[config.mk]
export PLATFORM = sky130hd
export DESIGN_NAME = count_sched
export DESIGN_NICKNAME = d
export VERILOG_FILES = /design/src/rtl/count_pkg.sv /design/src/rtl/count_core.sv /design/src/rtl/count_sched.sv
export SDC_FILE = /design/constraint.sdc
export NUM_CORES = 1
export LEC_CHECK = 0
export CAP_MARGIN = 20
export CORE_MARGIN = 2
export CORE_UTILIZATION = 30
export DETAILED_ROUTE_END_ITERATION = 16
export MAX_ROUTING_LAYER = met4
export PLACE_DENSITY = 0.76
export SLEW_MARGIN = 20
export SYNTH_ARGS = -nofsm -noshare
export SYNTH_HDL_FRONTEND = slang
export SYNTH_HIERARCHICAL = 1
export SYNTH_SLANG_ARGS = --single-unit
[constraint.sdc]
create_clock -name clk -period 2.17 [get_ports clk]
set_input_delay 0.434 -clock clk [delete_from_list [all_inputs] [get_ports clk]]
set_output_delay 0.434 -clock clk [all_outputs]
set_load 0.03 [all_outputs]
[src/rtl/count_pkg.sv]
// Shared types and default sizing for the count_sched scheduler.
package count_pkg;

    localparam int unsigned NREQ_DEF = 4;
    localparam int unsigned W_DEF    = 16;

    typedef enum logic [1:0] {
        StIdle,
        StLoad,
        StRun,
        StDone
    } state_e;

endpackage

[src/rtl/count_core.sv]
// Shared W-bit counter: loads start/end together, increments with wrap, flags terminal count.
module count_core #(
    parameter int unsigned W = 16
) (
    input  logic         clk,
    input  logic         rst,
    input  logic         i_load,
    input  logic         i_inc,
    input  logic [W-1:0] i_start,
    input  logic [W-1:0] i_end,
    output logic [W-1:0] o_count,
    output logic         o_at_end
);

    logic [W-1:0] r_count;
    logic [W-1:0] r_end;

    always_ff @(posedge clk) begin
        if (!rst) begin
            r_count <= '0;
            r_end   <= '0;
        end else if (i_load) begin
            r_count <= i_start;
            r_end   <= i_end;
        end else if (i_inc) begin
            r_count <= r_count + W'(1);
        end
    end

    assign o_count  = r_count;
    assign o_at_end = (r_count == r_end);

endmodule

[src/rtl/count_sched.sv]
// Round-robin owner of a shared counter: grant, load, count to terminal value, pulse done.
module count_sched
    import count_pkg::*;
#(
    parameter int unsigned NREQ = NREQ_DEF,
    parameter int unsigned W    = W_DEF
) (
    input  logic              clk,
    input  logic              rst,
    input  logic [NREQ-1:0]   req,
    input  logic [NREQ*W-1:0] start_val,
    input  logic [NREQ*W-1:0] end_val,
    output logic [NREQ-1:0]   gnt,
    output logic              busy,
    output logic [NREQ-1:0]   done,
    output logic [W-1:0]      count
);

    localparam int unsigned IW = (NREQ > 1) ? $clog2(NREQ) : 1;

    state_e          r_state, w_state_nxt;
    logic [IW-1:0]   r_owner, w_owner_nxt;
    logic [IW-1:0]   r_last, w_last_nxt;
    logic [NREQ-1:0] r_gnt, w_gnt_nxt;
    logic [NREQ-1:0] r_done, w_done_nxt;
    logic [IW-1:0]   w_pick;
    logic            w_any;
    logic            w_owner_req;
    logic            w_load;
    logic            w_inc;
    logic            w_at_end;
    logic [W-1:0]    w_start;
    logic [W-1:0]    w_end;

    // Search starts one past the last owner so every requester gets a turn.
    always_comb begin
        w_any  = 1'b0;
        w_pick = '0;
        for (int unsigned k = 1; k <= NREQ; k++) begin
            if (!w_any && req[(32'(r_last) + k) % NREQ]) begin
                w_any  = 1'b1;
                w_pick = IW'((32'(r_last) + k) % NREQ);
            end
        end
    end

    assign w_owner_req = req[r_owner];
    assign w_start     = start_val[32'(r_owner)*W +: W];
    assign w_end       = end_val[32'(r_owner)*W +: W];

    always_comb begin
        w_state_nxt = r_state;
        w_owner_nxt = r_owner;
        w_last_nxt  = r_last;
        w_gnt_nxt   = r_gnt;
        w_done_nxt  = '0;
        w_load      = 1'b0;
        w_inc       = 1'b0;
        unique case (r_state)
            StIdle: begin
                if (w_any) begin
                    w_owner_nxt = w_pick;
                    w_gnt_nxt   = NREQ'(1) << w_pick;
                    w_state_nxt = StLoad;
                end
            end
            StLoad, StRun: begin
                // Owner dropping its request abandons the run without a done pulse.
                if (!w_owner_req) begin
                    w_state_nxt = StIdle;
                    w_gnt_nxt   = '0;
                    w_last_nxt  = r_owner;
                end else if (r_state == StLoad) begin
                    w_load      = 1'b1;
                    w_state_nxt = StRun;
                end else if (w_at_end) begin
                    w_done_nxt  = r_gnt;
                    w_state_nxt = StDone;
                end else begin
                    w_inc = 1'b1;
                end
            end
            StDone: begin
                w_gnt_nxt   = '0;
                w_last_nxt  = r_owner;
                w_state_nxt = StIdle;
            end
            default: w_state_nxt = StIdle;
        endcase
    end

    always_ff @(posedge clk) begin
        if (!rst) begin
            r_state <= StIdle;
            r_owner <= '0;
            r_last  <= IW'(NREQ - 1);
            r_gnt   <= '0;
            r_done  <= '0;
        end else begin
            r_state <= w_state_nxt;
            r_owner <= w_owner_nxt;
            r_last  <= w_last_nxt;
            r_gnt   <= w_gnt_nxt;
            r_done  <= w_done_nxt;
        end
    end

    count_core #(
        .W(W)
    ) u_core (
        .clk     (clk),
        .rst     (rst),
        .i_load  (w_load),
        .i_inc   (w_inc),
        .i_start (w_start),
        .i_end   (w_end),
        .o_count (count),
        .o_at_end(w_at_end)
    );

    assign gnt  = r_gnt;
    assign done = r_done;
    assign busy = (r_state != StIdle);

endmodule

* Yosys cells after proc, flatten, opt, wreduce, memory -nomap -nowiden
Index checks and enable logic that the tools add are counted. Widths: inputs -> output; s select.
Word-level totals: register bits after elaboration 46, input bits 134, output and inout bits 25
Operators by class: reductions and logical operators 16, add/sub/neg operators 5, order comparisons 5, bitwise operators 4, muxes and demuxes 37, equality and inequality tests 7, shift operators 3
Operators with widths (count):
- $shiftx 64x7->16 | 2
- $mux 16 | 2
- $mux 2 | 9
- $add 16x1->16 const B | 1
- $eq 16x16->1 | 1
- $mux 1 | 16
- $lt 2x3->1 const B | 5
- $pmux 4 s3 | 1
- $bmux 1 s2 | 5
- $mux 4 | 2
- $reduce_and 2->1 | 4
- $pmux 2 s3 | 1
- $reduce_bool 2->1 | 3
- $reduce_or 5->1 | 1
- $add 2x1->2 const B | 2
- $add 2x2->2 const B | 2
- $eq 2x2->1 const B | 2
- $ne 2x2->1 const B | 2
- $ne 4x3->1 const B | 1
- $not 1->1 | 4
- $pmux 2 s2 | 1
- $shl 1x2->4 const A | 1
- $logic_and 1x1->1 | 3
- $logic_not 1->1 | 3
- 3 further kinds | 3

* Longest topological paths before layout
depth after elaboration 16, depth in mapped cells 10, gate-level depth less buffers 9

* By module
Netlist, hierarchy kept.
By module, submodules not included:
- count_core | instances 1, area an instance 1645.3 um^2, cells each 174
- count_sched | instances 1, area an instance 1556.5 um^2, cells each 128

* Worst setup path after synthesis
OpenSTA, ideal clock, no wires.
path type register to register, start point register r_state[0], end point register u_core.r_count[15], in the netlist u_core/o_count[15], required time 2.037 ns, stages on the path, launching flop included 11, path slack -0.208 ns, library setup time 0.133 ns, buffers on the path 1, arrival time 2.246 ns, path through dfxtp_1 > inv_1 > ha_1 > nand2b_1 > o22ai_1 > nor3b_1 > buf_2 > nand4_1 > nor4_2 > xnor2_1 > a21oi_1
On the way: longest elaborated chain between the ends 5, elaborated cells between the ends (all ways) 11
RTL lines:
- from (decl) | line count_sched.sv:21 | state_e r_state, w_state_nxt;
- from (signal assigned) | line count_sched.sv:94 | r_state <= StIdle;
- from (signal assigned) | line count_sched.sv:100 | r_state <= w_state_nxt;
- $eq 2x1->1 | line count_sched.sv:59, count_sched.sv:73
- $mux 1 | line count_sched.sv:73 | end else if (r_state == StLoad) begin
- $mux 1 | line count_sched.sv:69 | if (!w_owner_req) begin
- $mux 1 * | line count_sched.sv:59 | unique case (r_state)
- via w_inc | line count_sched.sv:30 | logic w_inc;
- $reduce_bool 2->1 (no source line) *
- to (signal assigned) | line count_core.sv:23 | r_count <= i_start;
- to (signal assigned) | line count_core.sv:26 | r_count <= r_count + W'(1);
- to (decl) | line count_core.sv:15 | logic [W-1:0] r_count;
The timed path passes the listed nets; every way through them passes the cells marked *. A chain may end at the register's enable or synchronous reset.

* Final worst setup path
start point input req[2], end point register u_core.r_count[15], in the netlist u_core/o_count[15]
On the way: longest elaborated chain between the ends 5, elaborated cells between the ends (all ways) 8
RTL lines:
- from (decl) | line count_sched.sv:10 | input logic [NREQ-1:0] req,
- $bmux 1 s2 | line count_sched.sv:47 | assign w_owner_req = req[r_owner];
- $mux 1 (not written as such) | line count_sched.sv:47
- $mux 1 | line count_sched.sv:69
- $mux 1 | line count_sched.sv:59
- via w_inc | line count_sched.sv:30
- $reduce_bool 2->1 (no source line)
The timed path passes the listed nets, and every way through them passes these cells. The select of a mux whose other input is x is not followed.

==> results.py <==
metrics = {
    "status": {
        "status": "complete, no violations",
    },
    "yosys": {
        "yosysTopAreaCell": "dfxtp_1",
        "synth_cell_types": 44,
        "synth_edf_count": 0,
        "synthArstFlopShare_pct": 0,
        "synthTopCellsByArea": "dfxtp_1 29%, mux4_2 23%, xnor2_1 7.7%, mux2i_1 5.9%, nor2b_1 4.1%",
        "syn-instance-count": 302,
        "synth_area_per_cell_um2": 10.60,
        "ys_ff_latch": 46,
        "ys_dominant_reg_cell": "dfxtp_1",
        "syn-num-nets": 442,
        "synthesis.area_mm2": 0.003202,
        "yosysTopAreaCellShare_pct": 28.76,
        "synth-warning-count": 6,
        "seq_area_frac_synth_pct": 28.76,
    },
    "hold_path": {
        "min-delay-start": "gnt[0]",
        "hold_path_depth": 2,
        "hold_path_class": "register to register",
        "whs_endpoint": "gnt[0]",
    },
    "clock_tree": {
        "clk_latency_ns": 0.31,
        "clk_pin_slew_ns": 0.09,
        "cts-buffers-inserted": 5,
        "clkSinkCount": 46,
        "cts.root.buffer_cell": "clkbuf_8",
        "clock_path_buffers": 2,
        "cts_hold_buffers": 0,
        "h-tree-depth": 2,
        "cts_tree": "yes",
    },
    "pwr": {
        "seq_power_share_pct": 30.2,
        "p_leak_nw": 1.872,
        "powerDensity_mw_per_mm2": 632.7,
        "ir_drop_v": 0.0003692,
        "p_total_mw": 3.406,
        "clock_power_share_pct": 19.6,
        "power.internal_mw": 2.276,
        "p_switching_mw": 1.130,
        "p_comb_share_pct": 50.2,
        "switching_share_pct": 33.18,
    },
    "finish": {
        "layout_common_cells": "157 x clkdlybuf4s50_1, 40 x dfxtp_1, 33 x mux4_2",
        "syn2layout_area_growth_pct": 68.15,
        "fin_nets": 621,
        "drive_above_1_share_pct": 21.83,
        "diodes": 0,
        "final_common_cell": "clkdlybuf4s50_1",
        "nFillCells": 931,
    },
    "floorplan": {
        "rows": 37,
        "dieArea_mm2": 0.01152,
        "die_h_um": 107.3,
        "core_mm2": 0.01032,
        "start_util_pct": 31.01,
        "fp.dieW_um": 107.3,
        "io_pins": 159,
    },
    "routing": {
        "drtAntennaViolNets": 0,
        "post-route-drc-count": 0,
        "drtPass1Iterations": 4,
        "vias": 3101,
        "routed_wl_um": 10340,
        "drt_iter0_drc": 87,
        "routedWlPerCell_um": 16.75,
        "via_per_inst": 5.026,
    },
    "critical_path": {
        "end_kind": "register",
        "critPathLaunchType": "input port",
        "crit_arrival_ns": 2.32,
        "reg2reg_slack_ns": 0.05,
        "reg2reg_from": "r_state[1]",
        "required_ns": 2.37,
        "r2r-end": "u_core/o_count[15]",
        "critPathKind": "input port to register",
        "critical_path_peak_fanout": 3,
        "rr_worst_depth": 10,
    },
    "global_routing": {
        "track_usage_pct": 17.80,
        "antenna_found_initial": 0,
        "gr-total-overflow": 0,
        "grt_pass1_wl_um": 15680,
        "grt_pass1_vias": 3216,
        "grt_max_degree": 38,
    },
    "timing": {
        "relSlewSlack_pct": 33.98,
        "fin_tns_setup_ns": 0,
        "hold_viol_final": 0,
        "fin_crit_sh_pct": 98.04,
        "tightest_slew_ns": 0.9779,
        "setup_violations": 0,
        "fmax_mhz": 470.0,
        "slew_viol_final": 0,
        "finClkSkew_ns": 0.01511,
        "period_needed_ns": 2.127,
        "rsz0062_at_grt": "true",
    },
    "placement": {
        "portBuffers": 158,
        "place_congestion": 0.8468,
        "place_hpwl_um": 8206,
    },
    "flow_run": {
        "maxCapViolations": 0,
    },
}
## routing by layer
layer  part of all wire [%]  track usage [%]  vias up  routed length, µm
met3                    6.3            3.571       11                649
met2                     53            32.69       92               5440
met4                   0.92            3.432        0                 95
met5                      0                -        -                  0
li1                       -                -     1481                  -
met1                     40            20.08     1517               4150
## metrics by stage
stage / worst slack, ns / utilization, % / hold slack (ns) / std cells / cell area [µm²]
finish: 0.04253 / 52.15 / 0.4896 / 617 / 5384
global route: -0.08758 / 52.15 / 0.5131 / 617 / 5384
CTS: -0.01181 / 51.52 / 0.4943 / 614 / 5319
detailed placement: -0.3058 / 50.30 / 0.4813 / 607 / 5192
global placement: -0.2544 / 50.30 / 0.4724 / 607 / 5192
floorplan: 0.001044 / - / 0.4618 / 302 / 3263
## worst max-delay path by stage
stage / from / end / slack (ns) / cells past startpoint
floorplan: u_core/o_count[11] / u_core/o_count[5] / 0.001 / 10
detailed placement: req[2] / u_core/o_count[5] / -0.31 / 9
finish: req[2] / u_core/o_count[15] / 0.04 / 9
CTS: r_state[1] / u_core/o_count[5] / -0.01 / 10
global route: r_state[1] / u_core/o_count[15] / -0.09 / 10
global placement: req[2] / u_core/o_count[5] / -0.25 / 9
## state kept, by name (all words and copies together) (netlist names)
signal	cells
u_core/r_end	16
u_core/o_count	16
r_state	2
done	4
r_owner	2
gnt	4
r_last	2
## synthesized netlist by cell type, drive strengths merged (10+ instances only)
library cell and instances:
o21ai 19, nor2b 21, xnor2 28, dfxtp 46
mux4 33, buf 13, a21oi 13, nand2 14
mux2i 19, nand4 10
## kinds of logic after synthesis
| group | count (synthesis) | synth area share (%) |
|---|---|---|
| AOI/OAI and AO/OA | 53 | 10.90 |
| DFF | 46 | 28.76 |
| xor gates and xnor gates | 31 | 8.480 |
| buffers and inverters | 30 | 4.142 |
| adders and majority gates | 6 | 2.345 |
| and+or+nand+nor | 84 | 16.22 |
| muxes | 52 | 29.15 |
## power by group through the flow
stage	Clock, mW	Sequential (mW)	Combinational (mW)
finish	0.668	1.03	1.71
global route	0.697	1.04	1.83
detailed placement	0	1.05	1.65
CTS	0.675	1.03	1.70
global placement	0	1.05	1.63
floorplan	0	1.14	0.887
## critical path, cell delays in order
cell and delay [ns]:
clkdlybuf4s50_1 0.51, mux2i_2 0.12, o22ai_4 0.21, nor3b_4 0.29
nand4_1 0.20, buf_4 0.20, nor4_4 0.14, xnor2_1 0.14
a21oi_1 0.08
## area by class of cell
cell class                      count  area [µm²]  share of cell area, %
Clock buffer                        6       82.58                  1.534
Clock inverter                      1       30.03                 0.5578
Inverter                            9       36.28                 0.6739
Multi-Input combinational cell    226        2250                  41.78
Sequential cell                    46       930.9                  17.29
Tap cell                          136       170.2                  3.161
Timing Repair Buffer              193        1884                  35.00
## timing repair
action | in CTS | in global routing
endpoints found under the setup margin | 5 | 12
resized for setup | 3 | 12
setup buffers | 0 | 3
hold endpoints to repair | 0 | 0
pin swaps | 0 | 13
Power figures use the tool's default switching activity.
